<file path="src/rtl/servant_gpio_loader.sv">
// servant_gpio_loader: buffers a WORDS-long frame, writes it over Wishbone from BASE, then reads back word 0.
module servant_gpio_loader #(
  parameter logic [31:0] BASE    = 32'h4000_0000,
  parameter int          WORDS   = 9,
  parameter int          TIMEOUT = 15
) (
  input  logic        i_wb_clk,
  input  logic        i_wb_rst_n,
  input  logic        i_ld_valid,
  input  logic [31:0] i_ld_dat,
  output logic        o_ld_ready,
  input  logic        i_start,
  output logic        o_busy,
  output logic        o_done,
  output logic        o_err,
  output logic [31:0] o_rdbk,
  output logic [31:0] o_wb_adr,
  output logic [31:0] o_wb_dat,
  output logic        o_wb_we,
  output logic        o_wb_cyc,
  input  logic        i_wb_ack,
  input  logic [31:0] i_wb_rdt
);
  typedef enum logic [1:0] {IDLE, WRITE, READ, DONE} state_t;
  localparam logic [3:0] LAST = 4'(WORDS - 1);
  localparam logic [3:0] FULL = 4'(WORDS);
  localparam logic [7:0] TMO  = 8'(TIMEOUT - 1);
  state_t      state_q, state_d;
  logic [3:0]  wp_q, wp_d, idx_q, idx_d;
  logic [7:0]  wc_q, wc_d;
  logic        err_d;
  logic [31:0] rdbk_d;
  logic [31:0] buf_q [WORDS];
  logic        ld_fire;
  assign ld_fire = i_ld_valid && o_ld_ready;
  always_comb begin
    state_d = state_q;
    wp_d    = ld_fire ? wp_q + 4'd1 : wp_q;
    idx_d   = idx_q;
    wc_d    = wc_q;
    err_d   = o_err;
    rdbk_d  = o_rdbk;
    case (state_q)
      IDLE: if (i_start && wp_q == FULL) begin
        state_d = WRITE;
        idx_d   = 4'd0;
        wc_d    = 8'd0;
        err_d   = 1'b0;
      end
      WRITE, READ: if (i_wb_ack) begin
        wc_d = 8'd0;
        if (state_q == READ) begin
          rdbk_d  = i_wb_rdt;
          state_d = DONE;
        end else if (idx_q == LAST) state_d = READ;
        else idx_d = idx_q + 4'd1;
      end else if (wc_q == TMO) begin
        // waiting the full budget ends the frame; the read-back is skipped
        err_d   = 1'b1;
        state_d = DONE;
      end else wc_d = wc_q + 8'd1;
      DONE: begin
        wp_d    = 4'd0;
        state_d = IDLE;
      end
      default: state_d = IDLE;
    endcase
  end
  always_ff @(posedge i_wb_clk or negedge i_wb_rst_n) begin
    if (!i_wb_rst_n) begin
      state_q    <= IDLE;
      wp_q       <= 4'd0;
      idx_q      <= 4'd0;
      wc_q       <= 8'd0;
      o_err      <= 1'b0;
      o_rdbk     <= 32'd0;
      o_done     <= 1'b0;
      o_busy     <= 1'b0;
      o_ld_ready <= 1'b1;
      o_wb_cyc   <= 1'b0;
      o_wb_we    <= 1'b0;
      o_wb_adr   <= 32'd0;
      o_wb_dat   <= 32'd0;
    end else begin
      state_q    <= state_d;
      wp_q       <= wp_d;
      idx_q      <= idx_d;
      wc_q       <= wc_d;
      o_err      <= err_d;
      o_rdbk     <= rdbk_d;
      o_done     <= state_d == DONE;
      o_busy     <= state_d == WRITE || state_d == READ;
      o_ld_ready <= state_d == IDLE && wp_d < FULL;
      o_wb_cyc   <= state_d == WRITE || state_d == READ;
      o_wb_we    <= state_d == WRITE;
      o_wb_adr   <= state_d == WRITE ? BASE + {26'd0, idx_d, 2'b00} : state_d == READ ? BASE : 32'd0;
      o_wb_dat   <= state_d == WRITE ? buf_q[idx_d] : 32'd0;
    end
  end
  always_ff @(posedge i_wb_clk) begin
    if (ld_fire) buf_q[wp_q] <= i_ld_dat;
  end
endmodule

</file>
<file path="config.mk">
export PLATFORM = sky130hd
export DESIGN_NAME = servant_gpio_loader
export DESIGN_NICKNAME = d
export VERILOG_FILES = /design/src/rtl/servant_gpio_loader.sv
export SDC_FILE = /design/constraint.sdc
export NUM_CORES = 1
export LEC_CHECK = 0
export CAP_MARGIN = 20
export CORE_ASPECT_RATIO = 2
export CORE_MARGIN = 2
export CORE_UTILIZATION = 48
export CTS_BUF_LIST = sky130_fd_sc_hd__clkbuf_2
export CTS_CLUSTER_SIZE = 30
export DETAILED_ROUTE_END_ITERATION = 10
export HOLD_SLACK_MARGIN = 0.02
export PLACE_DENSITY = 0.68
export SLEW_MARGIN = 25
export SYNTH_ARGS = -nofsm -noshare
export SYNTH_HDL_FRONTEND = slang
export SYNTH_SLANG_ARGS = --single-unit
export TNS_END_PERCENT = 20
</file>
<file path="constraint.sdc">
create_clock -name i_wb_clk -period 9.6 [get_ports i_wb_clk]
set_input_delay 1.92 -clock i_wb_clk [delete_from_list [all_inputs] [get_ports i_wb_clk]]
set_output_delay 1.92 -clock i_wb_clk [all_outputs]
set_load 0.02 [all_outputs]
</file>
### Word-level counts from Yosys, hierarchy flattened

Memory sizes are Yosys's and may differ from the RTL's.
Cells that the tools add are included.

| cells by class | value |
|---|---|
| $mul | 0 |
| order comparisons | 1 |
| shift-type cells | 0 |
| bitwise gates (word level) | 0 |
| div/mod/pow operators | 0 |
| reductions and logical operators | 11 |
| add/subtract/negate cells | 4 |
| equality and inequality tests | 13 |
| muxes and demuxes | 26 |

Operators by type and width:

| cell | number |
|---|---|
| $mux 32 | 2 |
| $add 31x6->32 const A | 1 |
| $mux 31 | 1 |
| $mux 4 | 6 |
| $mux 8 | 3 |
| $pmux 8 s2 | 1 |
| $mux 2 | 5 |
| $add 4x1->4 const B | 2 |
| $add 8x1->8 const B | 1 |
| $eq 2x2->1 const B | 4 |
| $eq 4x4->1 const B | 2 |
| $eq 8x4->1 const B | 1 |
| $pmux 4 s2 | 1 |
| $ne 2x2->1 const B | 3 |
| $pmux 2 s3 | 1 |
| $reduce_and 3->1 | 2 |
| $mux 1 | 5 |
| $eq 2x1->1 const B | 2 |
| $logic_not 2->1 | 2 |
| $lt 4x4->1 const B | 1 |
| $reduce_and 4->1 | 1 |
| $logic_and 1x1->1 | 3 |
| $ne 3x3->1 const B | 1 |
| $pmux 1 s2 | 1 |
| other kinds (3) | 3 |

| storage, ports and cells | value |
|---|---|
| bits in read-only memories | 0 |
| RAM bits | 288 |
| output and inout bits | 102 |
| bits in latches | 0 |
| bits in registers | 119 |
| logic and storage cells | 68 |
| memories | 1 |

Memory list:

| memory | words | bits a word | read ports | clocked after memory_dff | wr ports | RTL line | RTL |
|---|---|---|---|---|---|---|---|
| buf_q | 9 | 32 | 1 | 0 | 1 | 33 | `logic [31:0] buf_q [WORDS];` |

### Longest topological paths before layout

Gate-level depths: netlist of run 1.

| depth | value |
|---|---|
| word-level depth | 8 |
| mapped depth | 14 |
| depth with buffers taken out | 13 |

### Least setup slack after synthesis of run 1

OpenSTA, ideal clock, no wires.

| timing path | value |
|---|---|
| path type | input port to flip-flop |
| start point | input port i_ld_valid |
| end point | memory buf_q[8][0], enable pin |
| setup slack | 4.856 ns |
| buffers on the path | 0 |
| required time | 9.139 ns |
| arrival time | 4.283 ns |
| cell stages on the path | 2 |
| cell sequence | nand2_1 > nor3_1 |

| between the ends | value |
|---|---|
| longest elaborated chain between the ends | 3 |

Ends and longest elaborated chain:

| element | RTL line | RTL |
|---|---|---|
| start: declaration | 9 | `input logic i_ld_valid,` |
| $logic_and 1x1->1 | 35 | `assign ld_fire = i_ld_valid && o_ld_ready;` |
| $mux 1 | 101 | `if (ld_fire) buf_q[wp_q] <= i_ld_dat;` |
| $mux 1 (not written as such) | 101 |  |
| end: declaration | 33 |  |

No other way between the ends.

### Final worst setup path of run 1

| timing path | value |
|---|---|
| start point | input port i_wb_ack |
| end point | register o_wb_dat[16] |

| between the ends | value |
|---|---|
| longest elaborated chain between the ends | 4 |
| elaborated cells on any way between the ends | 7 |
| classes of those cells | 1 x eq/ne; 5 x mux; 1 x memory |

Ends and longest elaborated chain:

| element | RTL line | RTL |
|---|---|---|
| start: declaration | 21 | `input logic i_wb_ack,` |
| $mux 4 or $mux 2 (tied branches) | 50 | `WRITE, READ: if (i_wb_ack) begin` |
| $pmux 4 s2 or $pmux 2 s3 (tied branches) | 43 | `case (state_q)` |
| $mem_v2 9x32 or $eq 2x1->1 (tied branches) | n/a |  |
| $mux 32 * | 97 | `o_wb_dat <= state_d == WRITE ? buf_q[idx_d] : 32'd0;` |
| end signal: assignment | 97 |  |
| end: declaration | 18 | `output logic [31:0] o_wb_dat,` |

Mark *: on every way between the ends. The rest lies on a longest branch, timed or not.
A chain may end at the register's enable or synchronous reset.

==> results of run 1 <==
power groups by stage:
stage / logic (mW) / clock network (mW) / registers [mW]
6_report: 1.86 / 1.03 / 2.13
5_1_grt: 2.00 / 1.15 / 2.16
4_1_cts: 1.88 / 1.07 / 2.13
3_5_place_dp: 1.88 / 0 / 2.17
3_3_place_gp: 1.86 / 0 / 2.16
2_1_floorplan: 1.11 / 0 / 2.31
area by class of cell:
type / count / area, µm²
antenna: 1 / 2.50
clock buffer: 109 / 546
clock inverter: 42 / 273
fill: 2557 / 13700
inverter: 13 / 53.8
multi-input combinational: 437 / 3870
sequential: 379 / 10900
tap: 423 / 529
timing repair buffer: 162 / 1570
stage by stage:
| stage | worst slack (ns) | power, mW | hold slack, ns | cells | util [%] |
|---|---|---|---|---|---|
| after global routing | 4.85 | 5.31 | 0.491 | 1566 | 56.6 |
| final | 4.96 | 5.02 | 0.472 | 1566 | 56.6 |
| after floorplan | 4.86 | 3.42 | 0.443 | 907 | - |
| after global placement | 4.14 | 4.02 | 0.457 | 1414 | 53.9 |
| after CTS | 5.10 | 5.09 | 0.471 | 1565 | 56.5 |
| after detailed placement | 4.05 | 4.05 | 0.464 | 1414 | 53.9 |
Yosys cell counts, types with 2 or more instances:
| cell type | number | share of area, % |
|---|---|---|
| buf_1 | 2 | 0.049 |
| xor2_1 | 7 | 0.40 |
| ha_1 | 15 | 1.2 |
| a211oi_1 | 31 | 1.5 |
| mux2_1 | 2 | 0.15 |
| buf_6 | 12 | 0.89 |
| mux2i_1 | 127 | 8.3 |
| edfxtp_1 | 288 | 57 |
| xnor2_1 | 2 | 0.12 |
| and3b_1 | 2 | 0.12 |
| nand2_1 | 13 | 0.32 |
| nor3_1 | 5 | 0.16 |
| nor3b_1 | 34 | 1.7 |
| nor2b_1 | 4 | 0.16 |
| inv_2 | 2 | 0.049 |
| nand2b_1 | 2 | 0.082 |
| clkbuf_1 | 24 | 0.59 |
| a221oi_1 | 6 | 0.34 |
| o21ai_0 | 2 | 0.066 |
| and2_1 | 12 | 0.49 |
| a221oi_2 | 27 | 2.7 |
| inv_1 | 11 | 0.27 |
| nor2_1 | 16 | 0.39 |
| nand3_1 | 10 | 0.33 |
| a21o_1 | 3 | 0.15 |
| buf_2 | 9 | 0.30 |
| a221o_1 | 30 | 2.0 |
| nand4_1 | 2 | 0.082 |
| mux2_2 | 32 | 2.4 |
| a21oi_1 | 5 | 0.16 |
| dfrtp_1 | 90 | 15 |
| buf_4 | 31 | 1.5 |
| and3_1 | 3 | 0.12 |
per-layer routing:
metal	routed length [µm]	global-route usage, %	part of all wire (%)	vias to the layer above
met1	11500	20.8	36	4266
met2	17900	36.0	56	264
li1	-	-	-	3834
met3	1600	4.68	5.0	55
met5	0	0	0	-
met4	701	7.44	2.2	0
worst paths after layout:
path	start	end	cells after the start	slack (ns)
setup / recovery	i_wb_ack	o_wb_dat[16]$_DFF_PN0_	10	4.96
hold / removal	buf_q[8][30]$_DFFE_PP_	o_wb_dat[30]$_DFF_PN0_	2	0.47
setup reg to reg	state_q[0]$_DFF_PN0_	o_wb_dat[16]$_DFF_PN0_	11	5.36
hold reg to reg	buf_q[8][30]$_DFFE_PP_	o_wb_dat[30]$_DFF_PN0_	2	0.47
max in group asynchronous	i_wb_rst_n	o_wb_dat[7]$_DFF_PN0_	2	7.39
min in group asynchronous	i_wb_rst_n	o_rdbk[6]$_DFFE_PN0P_	1	0.89
kinds of logic (layout without fill, tap and decap cells):
logic type | count (synthesis) | count (layout) | synth area share (%)
DFF | 379 | 379 | 71.7
muxes | 161 | 161 | 10.9
AOI/OAI and AO/OA | 117 | 117 | 7.70
and+or+nand+nor | 108 | 108 | 4.27
buffers and inverters | 91 | 326 | 3.67
adders and majority gates | 15 | 15 | 1.23
xor gates and xnor gates | 9 | 9 | 0.517
other | 1 | 28 | 0.0246
sequential cells by signal, summed over array words and instances (netlist names):
signal / cells
buf_q: 288
o_rdbk: 32
o_wb_dat: 32
wc_q: 8
idx_q: 4
o_wb_adr: 4
wp_q: 4
state_q: 2
o_done: 1
o_err: 1
o_ld_ready: 1
o_wb_cyc: 1
o_wb_we: 1
critical path, cell delays in order:
cell	delay, ns
clkdlybuf4s50_1	0.63
and3b_1	0.23
and3_1	0.18
buf_4	0.36
a211oi_2	0.15
inv_6	0.36
buf_4	0.83
mux2i_1	0.28
mux2i_1	0.10
a221o_1	0.34
==> run_results.csv, run 1 <==
group,metric,value,unit
timing,finalSetupTns,0,ns
grt,grt_antenna_before_repair,1,
synth,synth_ff_type,"edfxtp_1",
place,place_congestion,0.801,
critical_path,startpoint_type,"input pin",
timing,max_freq,215,MHz
timing,rsz0062_at_grt,"false",
clock_tree,root_buffer,"clkbuf_2",
die,start_util,48.5,%
grt,grt_usage,19.4,%
critical_path,worstSetupPathType,"input pin to flip-flop",
finish,layout_commonest_cell,"edfxtp_1",
pwr,p_comb_share,37.0,%
timing,finalCritPeriodShare,48.4,%
clock_tree,cts_tree,"yes",
critical_path,arrival,5.44,ns
synth,yosysWarnings,0,
critical_path,endpoint_kind,"flip-flop",
detailed_routing,drt-pass1-iter-count,4,
finish,fin_nets,1158,
clock_tree,clock_latency,0.96,ns
grt,grt_pass1_vias,8830,
critical_path,cp.required,10.40,ns
synth,ys_seq_area_share,71.7,%
timing,relSlewSlack,38.0,%
pwr,internal_power,3.24,mW
finish,area_growth,16.7,%
detailed_routing,vias,8419,
clock_tree,numCtsBuffers,81,
timing,final_hold_viol_count,0,
clock_tree,htreeDepth,3,
die,fp.dieW,130,µm
timing,finalSetupViolCount,0,
clock_tree,cts_sinks,379,
finish,drive_above_1_share,18.7,%
place,dp_hpwl,17800,µm
timing,period_minus_slack,4.64,ns
detailed_routing,wirelength,31800,µm
clock_tree,hold_buffers,0,
grt,grt_pass1_wl,48400,µm
finish,final_cell_mix,"edfxtp_1 (288), clkdlybuf4s50_1 (142), mux2i_1 (127)",
detailed_routing,drt-initial-drc-count,369,
pwr,p_sw_share,35.5,%
detailed_routing,ant_nets,0,
clock_tree,clkTransAtPathRegs,0.12,ns
flow_run,maxCapViolCount,0,
timing,maxSlewViolCount,0,
timing,worst_pin_slew,0.930,ns
timing,skew,0.0658,ns
die,rows,92,
clock_tree,cts_setup_buffers,0,
pwr,power_density,282,mW/mm²
synth,ys_async_sr_fraction,24.0,%
grt,grt_max_degree,70,
die,die_h,256,µm
place,io_buffers,143,
hold_path,worstHoldPathType,"flip-flop to flip-flop",
synth,synth.avg_cell_area,17.3,µm²
detailed_routing,drc,0,
synth,synth_area,0.0152,mm²
finish,final_cell_area,0.0178,mm²
pwr,pwr-share-clk,20.5,%
pwr,seq_power_share,42.5,%
die,io_pins,171,
synth,netlist_instances,881,
pwr,p_leak,6.51,nW
critical_path,critPathMaxFanout,54,
synth,ys_types,53,
place,place_area,0.0169,mm²
grt,grt-ovfl-total,0,
pwr,worst_ir_drop_vdd,0.170,mV
detailed_routing,wl_per_cell,20.3,µm
pwr,p_sw,1.78,mW
clock_tree,clockBufferDepth,3,
detailed_routing,via_per_inst,5.38,
synth,yosys_register_bits,379,
die,die_area,0.0333,mm²
die,core,0.0314,mm²
clock_tree,ctsResizeCount,0,
outcome,status,"completed",
synth,synth-edff-count,288,
(Power assumes the default switching activity.)
==> inputs of run 2 (changes only) <==
==> constraint.sdc (replaced) <==
create_clock -name i_wb_clk -period 4.35 [get_ports i_wb_clk]
set_input_delay 0.87 -clock i_wb_clk [delete_from_list [all_inputs] [get_ports i_wb_clk]]
set_output_delay 0.87 -clock i_wb_clk [all_outputs]
set_load 0.02 [all_outputs]
==> run 2 against run 1 <==
  * Sequential share of layout area down 0.11 points
  * Utilization up 0.099 points
  * Cell count unchanged
  * First-iteration DRC count increased by 24%
  * Critical path depth is 3 higher
  * Die area is the same
  * Flip-flop and latch count is the same
  * Clock power increased by 110%
  * Via count increased by 0.80%
  * Critical path type is now flip-flop to flip-flop
  * Largest cell class unchanged
  * Highest routed layer unchanged
==> run_results.csv, run 2 (same netlist as run 1, synthesis figures left out) <==
group,metric,value,unit
detailed_routing,ant_nets,0,
grt,grt_usage,19.7,%
critical_path,cp.buffers_inverters,3,
die,rows,92,
critical_path,arrival,4.48,ns
die,die_h,256,µm
clock_tree,htreeDepth,3,
clock_tree,clock_latency,0.97,ns
critical_path,endpoint_kind,"flip-flop",
timing,relSlewSlack,32.0,%
clock_tree,cts_setup_buffers,0,
finish,final_cells,1566,
timing,worst_pin_slew,1.02,ns
finish,multi_input_area,0.00387,mm²
flow_run,maxCapViolCount,0,
place,placed_cells,1417,
finish,layout_commonest_cell,"edfxtp_1",
critical_path,critPathTopFamily,"simple AND/OR/NAND/NOR gates",
finish,final_cell_mix,"edfxtp_1 (288), clkdlybuf4s50_1 (142), mux2i_1 (127)",
detailed_routing,vias,8486,
die,io_pins,171,
detailed_routing,drt-met1-wl,11900,µm
pwr,p_total,11.0,mW
grt,grt_max_degree,92,
detailed_routing,via_per_inst,5.42,
critical_path,slowest_delay,0.81,ns
critical_path,startpoint_type,"flip-flop",
critical_path,critPathMaxFanout,18,
detailed_routing,drc,0,
critical_path,regToRegSetupSlack,0.71,ns
outcome,status,"completed",
grt,grt_antenna_before_repair,1,
timing,final_hold_viol_count,0,
finish,fillerInstances,2571,
finish,largest_reg_flops,288,
critical_path,cp_slowest_cell,"nor2_2",
pwr,power_density,620,mW/mm²
detailed_routing,drt-pass1-iter-count,4,
timing,finalSetupTns,0,ns
timing,maxSlewViolCount,0,
timing,finalCritPeriodShare,83.7,%
pwr,p_leak,6.50,nW
pwr,worst_ir_drop_vdd,0.447,mV
clock_tree,clkTransAtPathRegs,0.12,ns
critical_path,path_cells,"inv_1 > ha_1 > nand4b_1 > nor4_1 > nor3_1 > a21oi_1 > a21oi_1 > a31oi_1 > ha_1 > inv_1 > nor2_2 > buf_4 > a221o_1",
critical_path,worstSetupPathType,"flip-flop to flip-flop",
finish,final_util,56.7,%
detailed_routing,drt-initial-drc-count,459,
timing,fin_hold_ws,0.462,ns
detailed_routing,routed.top_layer,"met4",
timing,finalSetupViolCount,0,
clock_tree,root_buffer,"clkbuf_2",
timing,skew,0.0787,ns
clock_tree,cts_tree,"yes",
grt,grt_pass1_wl,49200,µm
clock_tree,cts_sinks,379,
finish,fin_nets,1161,
timing,period_minus_slack,3.64,ns
finish,regMostFlops,"buf_q",
timing,rsz0062_at_grt,"false",
clock_tree,numCtsBuffers,80,
critical_path,cp.required,5.19,ns
die,die_area,0.0333,mm²
finish,drive_above_1_share,18.6,%
die,fp.dieW,130,µm
timing,max_freq,275,MHz
finish,area_growth,16.9,%
place,place_congestion,0.833,
grt,grt_pass1_vias,8909,
detailed_routing,wl_per_cell,20.6,µm
finish,regArea,0.0109,mm²
die,start_util,48.5,%
place,io_buffers,143,
grt,grt-ovfl-total,0,
place,dp_hpwl,17600,µm
die,core,0.0314,mm²
finish,largest_registers,"buf_q x288, o_rdbk x32, o_wb_dat x32",
detailed_routing,wirelength,32200,µm
detailed_routing,met3_wirelength,1900,µm
hold_path,worstHoldPathType,"flip-flop to flip-flop",
clock_tree,clockBufferDepth,3,
detailed_routing,dr_wl_met2,17500,µm
## run 2: per-layer routing
metal	vias up	global-route usage (%)
met5	-	0
met4	0	8.63
met3	61	4.43
met2	302	35.5
met1	4282	21.9
li1	3841	-
## run 2: worst paths after layout
| kind | startpoint | to | cells past startpoint |
|---|---|---|---|
| worst min-delay path | buf_q[8][4]$_DFFE_PP_ | o_wb_dat[4]$_DFF_PN0_ | 1 |
| worst max register to register | wc_q[0]$_DFFE_PN0P_ | o_wb_dat[23]$_DFF_PN0_ | 13 |
| max in group asynchronous | i_wb_rst_n | o_wb_dat[8]$_DFF_PN0_ | 3 |
| min in group asynchronous | i_wb_rst_n | o_wb_dat[17]$_DFF_PN0_ | 3 |
| worst max-delay path | wc_q[0]$_DFFE_PN0P_ | o_wb_dat[23]$_DFF_PN0_ | 13 |
| worst min register to register | buf_q[8][4]$_DFFE_PP_ | o_wb_dat[4]$_DFF_PN0_ | 1 |
## run 2: stage by stage
step	cell area [µm²]	setup WS (ns)
3_5_place_dp	17000	0.291
5_1_grt	17800	0.433
2_1_floorplan	15300	0.656
6_report	17800	0.710
4_1_cts	17800	0.635
3_3_place_gp	17000	0.370
## run 2: report_power, final
part / internal, mW / switching, mW
Combinational: 1.76 / 2.36
Clock: 0.857 / 1.35
Sequential: 4.47 / 0.242
Total: 7.09 / 3.94
## run 2: what timing repair did
item	4_1_cts	5_1_grt
gates resized for setup	0	0
hold buffers	1	0
endpoints found under the hold margin	90	0
## run 2: cell type report
| type | count | area share, % |
|---|---|---|
| clock buffers | 105 | 2.95 |
| clock inverters | 42 | 1.45 |
| repair buffers | 166 | 9.22 |
| multi-input cells | 437 | 21.7 |
| flip-flops and latches | 379 | 61.4 |
| diodes | 1 | 0.0141 |
| well taps | 423 | 2.97 |
| inverters | 13 | 0.302 |
